## src/rtl/muldiv_pkg.sv

```systemverilog
// Shared definitions for the multi-cycle multiply/divide unit: decoded ALU
// operation codes, FSM state encoding, iteration count and the per-operation
// context that is captured when an operation is accepted.
package muldiv_pkg;

  // Decoded ALU operation field as produced by the control decoder.
  localparam int ALUOP_WIDTH = 4;

  // Only these two codes start work in the multiply/divide unit; signedness
  // (MULT vs MULTU, DIV vs DIVU) arrives separately on is_signed.
  localparam logic [ALUOP_WIDTH-1:0] ALU_MULT = 4'd8;
  localparam logic [ALUOP_WIDTH-1:0] ALU_DIV  = 4'd9;

  // One radix-2 step per iteration, so the iteration count equals the
  // operand width.
  localparam int MD_ITER = 32;

  typedef enum logic [1:0] {
    MD_IDLE   = 2'b00,
    MD_CALC   = 2'b01,
    MD_FINISH = 2'b10
  } md_state_e;

  // Everything the final sign fix-up needs to know about the operation in
  // flight. Signs are only ever set for signed operations, so the fix-up
  // never has to look at is_signed again.
  typedef struct packed {
    logic is_div;
    logic sign_a;
    logic sign_b;
    logic div_zero;
  } md_ctx_t;

endpackage

```

## src/rtl/muldiv_step.sv

```systemverilog
// Single radix-2 iteration of the multiply/divide datapath, purely
// combinational. The caller holds the running state in registers and feeds
// it back through this block once per clock.
//
// Multiply (shift-add): i_acc is the 2*DATA_W accumulator. The low half
// starts as the multiplier and is consumed one bit per step from the LSB;
// the high half accumulates partial products. i_opd is the multiplicand.
//
// Divide (restoring): i_acc low half starts as the dividend and fills with
// quotient bits from the LSB as dividend bits leave from the MSB; i_rem is
// the partial remainder; i_opd is the divisor.
module muldiv_step
  import muldiv_pkg::*;
#(
  parameter int DATA_W = 32
) (
  input  logic                  i_is_div,
  input  logic [2*DATA_W-1:0]   i_acc,
  input  logic [DATA_W-1:0]     i_rem,
  input  logic [DATA_W-1:0]     i_opd,
  output logic [2*DATA_W-1:0]   o_acc,
  output logic [DATA_W-1:0]     o_rem
);

  // Shifted partial remainder is DATA_W+1 bits: the stored remainder is
  // always below the divisor, so twice it plus one bit can exceed DATA_W.
  logic [DATA_W:0]   w_shift;
  logic              w_ge;
  logic [DATA_W-1:0] w_diff;
  logic [DATA_W:0]   w_sum;

  // One iteration of either shift-add or restoring shift-subtract.
  always_comb begin
    w_shift = {i_rem, i_acc[DATA_W-1]};
    w_ge    = (w_shift >= {1'b0, i_opd});
    // When the subtraction succeeds the true difference is below the
    // divisor, so modular DATA_W-bit arithmetic yields it exactly.
    w_diff  = w_shift[DATA_W-1:0] - i_opd;
    w_sum   = {1'b0, i_acc[2*DATA_W-1:DATA_W]} + {1'b0, i_opd};

    o_acc = i_acc;
    o_rem = i_rem;

    if (i_is_div) begin
      o_rem = w_ge ? w_diff : w_shift[DATA_W-1:0];
      o_acc = {i_acc[2*DATA_W-1:DATA_W], i_acc[DATA_W-2:0], w_ge};
    end else begin
      // The carry out of the add becomes the new accumulator MSB as the
      // whole accumulator shifts right by one.
      o_acc = i_acc[0] ? {w_sum, i_acc[DATA_W-1:1]}
                       : {1'b0, i_acc[2*DATA_W-1:1]};
    end
  end

endmodule

```

## src/rtl/muldiv_unit.sv

```systemverilog
// Multi-cycle multiply/divide unit owning the architectural HI/LO registers.
// An accepted MULT/DIV runs 32 radix-2 steps on operand magnitudes, then a
// finish cycle applies signs and writes HI/LO, pulsing done. busy lets the
// hazard logic stall the pipeline; MTHI/MTLO-style writes land only when
// idle and not starting an operation.
module muldiv_unit
  import muldiv_pkg::*;
#(
  parameter int DATA_W = 32,
  // Must equal DATA_W: one quotient/multiplier bit is processed per step.
  parameter int ITER   = MD_ITER
) (
  input  logic                   clk,
  input  logic                   rst,
  input  logic                   start,
  input  logic [ALUOP_WIDTH-1:0] alu_op,
  input  logic                   is_signed,
  input  logic [DATA_W-1:0]      op_a,
  input  logic [DATA_W-1:0]      op_b,
  input  logic                   hi_we,
  input  logic                   lo_we,
  input  logic [DATA_W-1:0]      wdata,
  output logic                   busy,
  output logic                   done,
  output logic [DATA_W-1:0]      hi,
  output logic [DATA_W-1:0]      lo
);

  localparam int CNT_W = $clog2(ITER);

  md_state_e             r_state;
  md_state_e             w_next_state;
  logic [CNT_W-1:0]      r_cnt;
  md_ctx_t               r_ctx;
  logic [2*DATA_W-1:0]   r_acc;
  logic [DATA_W-1:0]     r_rem;
  logic [DATA_W-1:0]     r_opd;
  logic [DATA_W-1:0]     r_hi;
  logic [DATA_W-1:0]     r_lo;
  logic                  r_done;

  logic                  w_is_md_op;
  logic                  w_is_div_op;
  logic                  w_accept;
  logic                  w_sign_a;
  logic                  w_sign_b;
  logic [DATA_W-1:0]     w_mag_a;
  logic [DATA_W-1:0]     w_mag_b;
  logic [2*DATA_W-1:0]   w_acc_nxt;
  logic [DATA_W-1:0]     w_rem_nxt;
  logic [2*DATA_W-1:0]   w_prod;
  logic [DATA_W-1:0]     w_quo;
  logic [DATA_W-1:0]     w_rem_signed;
  logic [DATA_W-1:0]     w_fin_hi;
  logic [DATA_W-1:0]     w_fin_lo;

  // Start is honoured only from IDLE and only for MULT/DIV; everything else
  // (other ops, or any start while busy) is silently ignored.
  assign w_is_div_op = (alu_op == ALU_DIV);
  assign w_is_md_op  = (alu_op == ALU_MULT) || w_is_div_op;
  assign w_accept    = start && w_is_md_op && (r_state == MD_IDLE);

  // Unsigned operations take raw bits; signed ones work on magnitudes.
  assign w_sign_a = is_signed & op_a[DATA_W-1];
  assign w_sign_b = is_signed & op_b[DATA_W-1];
  assign w_mag_a  = w_sign_a ? -op_a : op_a;
  assign w_mag_b  = w_sign_b ? -op_b : op_b;

  muldiv_step #(
    .DATA_W (DATA_W)
  ) u_step (
    .i_is_div (r_ctx.is_div),
    .i_acc    (r_acc),
    .i_rem    (r_rem),
    .i_opd    (r_opd),
    .o_acc    (w_acc_nxt),
    .o_rem    (w_rem_nxt)
  );

  // FSM state register.
  always_ff @(posedge clk) begin
    // NOTE: clocked state uses non-blocking assignments so every register
    // samples pre-edge values regardless of the order blocks are evaluated.
    if (rst) r_state <= MD_IDLE;
    else     r_state <= w_next_state;
  end

  // FSM next-state logic: IDLE -> CALC on accept, CALC for ITER steps,
  // then a single FINISH cycle back to IDLE.
  always_comb begin
    // NOTE: default first so every path assigns and no latch is inferred.
    w_next_state = r_state;
    case (r_state)
      MD_IDLE:   if (w_accept) w_next_state = MD_CALC;
      MD_CALC:   if (r_cnt == '0) w_next_state = MD_FINISH;
      MD_FINISH: w_next_state = MD_IDLE;
      default:   w_next_state = MD_IDLE;
    endcase
  end

  // FSM outputs: busy depends on state alone so the hazard unit sees no
  // combinational path from start.
  always_comb begin
    busy = (r_state != MD_IDLE);
  end

  assign done = r_done;
  assign hi   = r_hi;
  assign lo   = r_lo;

  // Iteration datapath: capture operands on accept, then one step per CALC
  // cycle while the counter walks down to zero.
  always_ff @(posedge clk) begin
    // NOTE: the working registers are cleared on reset even though every
    // accept overwrites them, so a reset always leaves a known datapath.
    if (rst) begin
      r_cnt <= '0;
      r_ctx <= '0;
      r_acc <= '0;
      r_rem <= '0;
      r_opd <= '0;
    end else begin
      case (r_state)
        MD_IDLE: begin
          if (w_accept) begin
            r_ctx.is_div   <= w_is_div_op;
            r_ctx.sign_a   <= w_sign_a;
            r_ctx.sign_b   <= w_sign_b;
            r_ctx.div_zero <= (op_b == '0);
            r_cnt          <= CNT_W'(ITER - 1);
            r_rem          <= '0;
            if (w_is_div_op) begin
              r_acc <= {{DATA_W{1'b0}}, w_mag_a};
              r_opd <= w_mag_b;
            end else begin
              r_acc <= {{DATA_W{1'b0}}, w_mag_b};
              r_opd <= w_mag_a;
            end
          end
        end
        MD_CALC: begin
          r_acc <= w_acc_nxt;
          r_rem <= w_rem_nxt;
          if (r_cnt != '0) r_cnt <= r_cnt - CNT_W'(1);
        end
        default: ;
      endcase
    end
  end

  // Sign fix-up of the magnitude results. Negation is two's complement at
  // the full width of each quantity. A zero divisor leaves the dividend
  // magnitude in the remainder (restoring never subtracts zero away... it
  // always succeeds, shifting the dividend through), so HI comes out as the
  // original op_a; LO is forced to all ones regardless of signs.
  always_comb begin
    w_prod       = (r_ctx.sign_a ^ r_ctx.sign_b) ? -r_acc : r_acc;
    w_quo        = (r_ctx.sign_a ^ r_ctx.sign_b) ? -r_acc[DATA_W-1:0]
                                                 : r_acc[DATA_W-1:0];
    w_rem_signed = r_ctx.sign_a ? -r_rem : r_rem;

    w_fin_hi = w_prod[2*DATA_W-1:DATA_W];
    w_fin_lo = w_prod[DATA_W-1:0];
    if (r_ctx.is_div) begin
      w_fin_hi = w_rem_signed;
      w_fin_lo = r_ctx.div_zero ? '1 : w_quo;
    end
  end

  // Architectural HI/LO and the done pulse. Results land in FINISH; direct
  // writes land only in IDLE when no operation is being accepted.
  always_ff @(posedge clk) begin
    if (rst) begin
      r_hi   <= '0;
      r_lo   <= '0;
      r_done <= 1'b0;
    end else begin
      r_done <= (r_state == MD_FINISH);
      if (r_state == MD_FINISH) begin
        r_hi <= w_fin_hi;
        r_lo <= w_fin_lo;
      end else if ((r_state == MD_IDLE) && !w_accept) begin
        if (hi_we) r_hi <= wdata;
        if (lo_we) r_lo <= wdata;
      end
    end
  end

endmodule

```

## config.mk

```make
export PLATFORM = sky130hd
export DESIGN_NAME = muldiv_unit
export DESIGN_NICKNAME = d
export VERILOG_FILES = /design/src/rtl/muldiv_pkg.sv /design/src/rtl/muldiv_step.sv /design/src/rtl/muldiv_unit.sv
export SDC_FILE = /design/constraint.sdc
export NUM_CORES = 1
export LEC_CHECK = 0
export CAP_MARGIN = 20
export CORE_MARGIN = 4
export CORE_UTILIZATION = 55
export CTS_BUF_LIST = sky130_fd_sc_hd__clkbuf_8
export CTS_CLUSTER_DIAMETER = 80
export CTS_CLUSTER_SIZE = 14
export DETAILED_ROUTE_END_ITERATION = 8
export PLACE_DENSITY_LB_ADDON = 0.15
export SYNTH_ARGS = -nofsm -noshare
export SYNTH_HDL_FRONTEND = slang
export SYNTH_SLANG_ARGS = --single-unit
```

## constraint.sdc

```tcl
create_clock -name clk -period 3.9 [get_ports clk]
set_input_delay 0.585 -clock clk [delete_from_list [all_inputs] [get_ports clk]]
set_output_delay 0.585 -clock clk [all_outputs]
set_load 0.005 [all_outputs]
```

==> metrics.md, run 1 <==
| Metric | Value |
|---|---|
| Layout area overhead | `16.97%` |
| Die width | `177.5 um` |
| Final WS setup | `a little under 0.4 ns` |
| Cell Area, Synth | `around 0.016 mm^2` |
| Post-Syn Area per Cell | `7.662 um^2` |
| Pre-CTS setup slack | `0.1735 ns` |
| Antenna diodes | `0` |
| CTS tree | `yes` |
| ANT nets after route | `0` |
| Final period util | `around nine tenths` |
| Area of the multi-input gates | `0.01095 mm^2` |
| GRT Util Overall | `35.26%` |
| Seq/Total Area, Yosys | `25.84%` |
| DR iter-0 viols | `1,950` |
| Sequential Area | `slightly above 0.004 mm^2` |
| I/O pins | `172` |
| Yosys reg bits | `just over 200` |
| Overall routed net length | `57.92 mm` |
| Initial antenna violation count | `1` |
| Reg-to-Reg Start | `r_opd[1]$_SDFFE_PP0P_` |
| Inst Count DP | `2,553` |
| Hold depth | `2` |
| Cts repair resizes | `0` |
| Core Area | `0.02809 mm^2` |
| Maxcap violations | `0` |
| Top FF cell, synth | `dfxtp_1` |
| Cell variety after synth | `76` |
| Port-buffer cells | `171` |
| Hold Crit Class | `reg -> reg` |
| Max_slew headroom | `between 30% and 40%` |
| Post-CTS setup buffers | `0` |
| Setup violators final | `0` |
| Num CTS Buffers | `19` |
| Die area | `0.03152 mm^2` |
| Clk_skew | `0.04131 ns` |
| Root buffer selected by CTS | `clkbuf_8` |
| Capturing element type of the critical path | `flop` |
| Max Slew Vio Count | `0` |
| Non-Filler Instances | `2,577` |
| CTS Buffer Depth | `3` |
| Post-Syn Nets | `2,241` |
| Nets@finish | `approximately 2.4k` |
| Global-route wire length before repair | `87.38 mm` |
| Fillers | `2,513` |
| Req. time, crit path | `4.38 ns` |
| FF-to-FF End | `r_rem[27]$_SDFFE_PP0P_` |
| Final Cell Area | `0.01849 mm^2` |
| Ys async rst share | `0%` |
| Startpoint Class | `flop` |
| Vias in the first global route | `approximately 15k` |
| Post-synth EDFFs | `0` |
| Pleak | `7.310 nW` |
| Clk Latency, worst-skew pair | `0.55 ns` |
| Row cnt | `61` |
| Number of clock sinks | `204` |
| GP Congestion | `1.015` |
| Layout cells sized above 1 | `6.730%` |
| Synth Warn # | `0` |
| TNS Setup | `0 ns` |
| Post-DP Area | `0.01817 mm^2` |
| GRT Residual Overflow | `0` |
| Avg WL per Cell | `roughly 22 um` |
| Maximum vdd drop | `roughly 270 uV` |
| H-tree Lvls | `1` |
| Initial core utilization | `56.28%` |
| F_max | `285.2 MHz` |
| Pin count of the biggest net entering global routing | `between 50 and 60` |
| Post-DP HPWL | `45.73 mm` |
| CP Max Fanout | `5` |
| Worst reg2reg setup slack | `0.39 ns` |
| R2R depth | `12` |
| HP Start | `r_ctx[0]$_SDFFE_PP0P_` |
| Worst Hold End | `r_ctx[0]$_SDFFE_PP0P_` |
| Vias per cell | `6.467` |
| DR DRC count | `0` |
| Initial DRT Pass Iterations | `6` |
| Status | `completed` |
| RSZ-0062 raised after global routing | `false` |
| Final hold viol count | `0` |
| Final core utilization | `65.83%` |
| Tmin final | `3.506 ns` |
| Hold_buf cts | `0` |
| Clk slew on worst S/H paths | `roughly 0.1 ns` |
| Post-Synthesis Cells | `2,063` |
| Critical setup path kind | `reg -> reg` |
| Die height | `approximately 180 um` |
| Vias | `16.67k` |
| Arrival time at the worst endpoint | `3.98 ns` |
| Worst Tran Pin Value | `1.017 ns` |
| P per Cell Area | `268.1 mW/mm^2` |
-- per-stage QoR --
stage / hold WS (ns) / total power [mW]
final: 0.4763 / 4.957
after global routing: 0.5330 / 5.160
after CTS: 0.4801 / 4.955
after detailed placement: 0.4656 / 3.673
after global placement: 0.4612 / 3.653
after floorplan: 0.4323 / 3.101
-- worst max-delay path by stage --
stage | startpoint | to | slack, ns | depth (start not counted)
2_1_floorplan | r_acc[32]$_SDFFE_PP0P_ | r_acc[61]$_SDFFE_PP0P_ | 0.94 | 12
3_3_place_gp | op_a[7] | r_acc[13]$_SDFFE_PP0P_ | 0.35 | 9
3_5_place_dp | op_a[7] | r_acc[13]$_SDFFE_PP0P_ | 0.17 | 9
4_1_cts | r_opd[1]$_SDFFE_PP0P_ | r_rem[18]$_SDFFE_PP0P_ | 0.44 | 12
5_1_grt | r_rem[0]$_SDFFE_PP0P_ | r_rem[27]$_SDFFE_PP0P_ | 0.18 | 11
6_report | r_opd[1]$_SDFFE_PP0P_ | r_rem[27]$_SDFFE_PP0P_ | 0.39 | 12
-- power by group --
group	internal (mW)	leakage, nW	switching, mW
registers	2.16	1.66	0.0758
clock network	0.521	0.155	0.781
logic	0.635	5.50	0.788
-- synthesized netlist by cell type, drive strengths merged, types with 16 or more instances --
cell / count / area, um^2
nor2: 168 / 633.1
inv: 68 / 255.2
a31oi: 30 / 187.7
nor2b: 18 / 112.6
a22oi: 22 / 165.2
o31ai: 44 / 344.1
a21oi: 191 / 955.9
nand2: 221 / 832.1
o22ai: 18 / 112.6
a211oi: 54 / 405.4
a21o: 34 / 255.2
nor3: 38 / 212.7
ha: 70 / 875.8
a221oi: 43 / 376.6
dfxtp: 204 / 4084
o21ai: 128 / 640.6
buf: 23 / 110.1
clkbuf: 123 / 462.9
xnor2: 104 / 910.9
or4: 16 / 135.1
xor2: 100 / 875.8
mux2i: 90 / 900.9
or3: 20 / 125.1
o211ai: 26 / 195.2
nand2b: 18 / 112.6
-- sequential cells by signal, summed over array words and instances, names as in the netlist --
signal	flops
r_opd	32
done	1
r_cnt	5
r_rem	32
lo	32
r_state	2
r_ctx	4
hi	32
r_acc	64
-- cells by family after synthesis --
group | Yosys count | synth area share, %
flops | 204 | 25.84
mux | 91 | 5.771
simple gates | 590 | 17.57
xor+xnor | 204 | 11.30
fa+ha+maj | 72 | 5.794
buf+inv | 214 | 5.240
compound gates | 688 | 28.49
-- layout make-up --
type,count,area share (%)
clock buffers,19,1.414
clock inverters,5,0.3316
inverters,68,1.381
multi-input cells,1645,59.24
flip-flops and latches,204,22.10
well taps,378,2.558
repair buffers,258,12.98
-- per-layer routing --
layer  share of wire (%)  vias to the layer above  routed length [um]  track usage (%)
met4                 4.7                        2                2725            14.63
met2                  42                      920               24390            53.28
met5               0.022                        -                  13                0
met1                  41                     7793               24030            48.88
met3                  12                      130                6765            7.456
li1                    -                     7820                   -                -
-- worst max-delay path, cell delays in order, from the launching register on --
cell      delay (ns)
dfxtp_1         0.42
inv_1           0.08
ha_1            0.29
nor2b_1         0.15
o31a_1          0.29
o21ai_0         0.47
o221ai_1        0.28
a41oi_1         0.51
o21ai_0         0.27
a21oi_1         0.29
buf_4           0.19
a32oi_1         0.10
o21ai_0         0.10
-- cell usage in the layout, fill, tap and decap left out, drive strengths merged, types with 26 or more instances in the layout --
cell	Yosys	routed
a211oi	54	54
a21o	34	34
a21oi	191	191
a221oi	43	43
a31oi	30	30
buf	23	88
clkdlybuf4s50	0	170
dfxtp	204	204
ha	70	70
inv	68	68
mux2i	90	90
nand2	221	221
nor2	168	168
nor3	38	38
o211ai	26	26
o21ai	128	128
o31ai	44	44
xnor2	104	104
xor2	100	100
Power figures use the tool's default switching activity.
==> run 2, diff against run 1 <==
--- a/config.mk
+++ b/config.mk
@@ -13,6 +13,7 @@
 export CTS_CLUSTER_SIZE = 14
 export DETAILED_ROUTE_END_ITERATION = 8
 export PLACE_DENSITY_LB_ADDON = 0.15
+export SLEW_MARGIN = 20
 export SYNTH_ARGS = -nofsm -noshare
 export SYNTH_HDL_FRONTEND = slang
 export SYNTH_SLANG_ARGS = --single-unit
==> results of run 2 <==
No change in the layout: final DEF, timing and power equal those of run 1.
==> run 3, diff against run 2 <==
--- a/config.mk
+++ b/config.mk
@@ -13,7 +13,7 @@
 export CTS_CLUSTER_SIZE = 14
 export DETAILED_ROUTE_END_ITERATION = 8
 export PLACE_DENSITY_LB_ADDON = 0.15
-export SLEW_MARGIN = 20
+export SLEW_MARGIN = 30
 export SYNTH_ARGS = -nofsm -noshare
 export SYNTH_HDL_FRONTEND = slang
 export SYNTH_SLANG_ARGS = --single-unit
==> run 3 against run 2 <==
Effect of this change:
- final cell count did not move
- maximum frequency fell by 1.1%
- sequential cell count did not move
- utilization barely moved
- routed wire length barely moved
- first-iteration DRC count fell by 4.8%
- critical path depth did not move
- clock skew barely moved
- clock-buffer cell count did not move
- sequential power barely moved
- combinational power barely moved
- worst setup slack got worse by 0.039 ns
==> metrics.md, run 3 (same netlist as run 1, synthesis figures left out) <==
| Metric | Value |
|---|---|
| Slowest CP cell | `a41oi_1` |
| Pin count of the biggest net entering global routing | `between 50 and 60` |
| Core Area | `0.02809 mm^2` |
| Most used cell, CP | `o21ai_0` |
| GRT Residual Overflow | `0` |
| Vias in the first global route | `15.30k` |
| Row cnt | `61` |
| Capturing element type of the critical path | `flop` |
| Non-Filler Instances | `2,577` |
| Most frequent cells in the layout | `217 x nand2_1, 203 x dfxtp_1, 190 x a21oi_1, 170 x clkdlybuf4s50_1, 166 x nor2_1` |
| Post-DP HPWL | `45.73 mm` |
| Layout area overhead | `16.99%` |
| CTS tree | `yes` |
| Hold Crit Class | `reg -> reg` |
| Hold_ws | `0.4777 ns` |
| Clk Latency, worst-skew pair | `between 0.5 and 0.6 ns` |
| FF-to-FF End | `r_rem[27]$_SDFFE_PP0P_` |
| Status | `completed` |
| Clk slew on worst S/H paths | `0.10 ns` |
| Reg-to-Reg Start | `r_opd[1]$_SDFFE_PP0P_` |
| Hold_buf cts | `0` |
| Post-CTS setup buffers | `0` |
| Maxcap violations | `0` |
| Startpoint Class | `flop` |
| Max reg flops | `64` |
| Nets@finish | `2,374` |
| Maximum vdd drop | `approximately 270 uV` |
| R2R depth | `12` |
| Commonest non-fill, non-tap cell in the layout | `nand2_1` |
| Worst Hold End | `r_ctx[0]$_SDFFE_PP0P_` |
| Layout cells sized above 1 | `between 6 and 7%` |
| Inst Count DP | `2,553` |
| Tmin final | `3.546 ns` |
| GRT Util Overall | `between 30% and 40%` |
| Num CTS Buffers | `19` |
| Die width | `177.5 um` |
| GP Congestion | `1.015` |
| P per Cell Area | `approximately 270 mW/mm^2` |
| F_max | `around 280 MHz` |
| Number of clock sinks | `a little over 200` |
| Max Slew Vio Count | `0` |
| Crit path cell chain | `inv_1 > ha_1 > nor2b_1 > o31a_1 > o21ai_0 > o221ai_1 > a41oi_1 > o21ai_0 > a21oi_1 > buf_4 > a32oi_1 > o21ai_0` |
| CP Max Fanout | `5` |
| Initial antenna violation count | `1` |
| Hold depth | `2` |
| Fillers | `2,514` |
| RSZ-0062 raised after global routing | `false` |
| Worst reg2reg setup slack | `0.35 ns` |
| Setup violators final | `0` |
| Global-route wire length before repair | `87.38 mm` |
| Final WS setup | `between 0.3 and 0.4 ns` |
| Area of the multi-input gates | `0.01096 mm^2` |
| Pre-CTS setup slack | `0.1735 ns` |
| Port-buffer cells | `171` |
| Largest reg by FF count | `r_acc` |
| Die area | `0.03152 mm^2` |
| Arrival time at the worst endpoint | `between 4 and 5 ns` |
| Clk_skew | `0.04118 ns` |
| HP Start | `r_ctx[0]$_SDFFE_PP0P_` |
| Sequential Area | `0.004085 mm^2` |
| CTS Buffer Depth | `3` |
| DR DRC count | `0` |
| Final hold viol count | `0` |
| DR iter-0 viols | `~1.9k` |
| Req. time, crit path | `roughly 4.4 ns` |
| Initial DRT Pass Iterations | `6` |
| H-tree Lvls | `1` |
| Pleak | `7.310 nW` |
| Root buffer selected by CTS | `clkbuf_8` |
| Die height | `177.5 um` |
| Vias | `16.63k` |
| TNS Setup | `0 ns` |
| Overall routed net length | `57.87 mm` |
| Initial core utilization | `56.28%` |
| Worst Tran Pin Value | `0.7807 ns` |
| ANT nets after route | `0` |
| Antenna diodes | `0` |
| Final period util | `90.91%` |
| Avg WL per Cell | `22.46 um` |
| Vias per cell | `6.453` |
| Slowest stage delay, CP | `0.52 ns` |
| Critical setup path kind | `reg -> reg` |
| Cts repair resizes | `0` |
| I/O pins | `172` |
| Max_slew headroom | `47.95%` |
## run 3: worst max-delay path: cells and delay by family (launching register included)
kind                       cells  cell delay, ns
AOI/OAI and AO/OA              8            2.36
adders and majority gates      1            0.29
buffers and inverters          2            0.27
DFF                            1            0.42
and+or+nand+nor                1            0.15
## run 3: worst max path at each step
stage,end,slack [ns],startpoint
after global placement,r_acc[13]$_SDFFE_PP0P_,0.35,op_a[7]
final,r_rem[27]$_SDFFE_PP0P_,0.35,r_opd[1]$_SDFFE_PP0P_
after CTS,r_rem[18]$_SDFFE_PP0P_,0.44,r_opd[1]$_SDFFE_PP0P_
after floorplan,r_acc[61]$_SDFFE_PP0P_,0.94,r_acc[32]$_SDFFE_PP0P_
after detailed placement,r_acc[13]$_SDFFE_PP0P_,0.17,op_a[7]
after global routing,r_rem[27]$_SDFFE_PP0P_,0.18,r_rem[0]$_SDFFE_PP0P_
## run 3: metal layers
metal,track usage (%),routed length (um)
met1,48.88,24160
met2,53.28,24180
met3,7.456,6706
met4,14.63,2814
met5,0,13
## run 3: power by group
group / leakage [nW] / switching (mW) / internal (mW) / total, mW
clock network: 0.155 / 0.777 / 0.521 / 1.30
registers: 1.66 / 0.0755 / 2.16 / 2.23
logic: 5.50 / 0.788 / 0.635 / 1.42
## run 3: layout make-up
cell class / count / share of cell area [%]
timing repair buffer: 258 / 12.98
clock buffer: 19 / 1.414
sequential: 204 / 22.09
clock inverter: 5 / 0.3316
multi-input combinational: 1645 / 59.25
tap: 378 / 2.558
inverter: 68 / 1.380
## run 3: stage by stage
step	util, %	power (mW)	area, um^2
finish	65.84	4.953	18490
global route	65.84	5.160	18490
CTS	65.83	4.955	18490
detailed placement	64.68	3.673	18170
global placement	64.68	3.653	18170
floorplan	-	3.101	15810
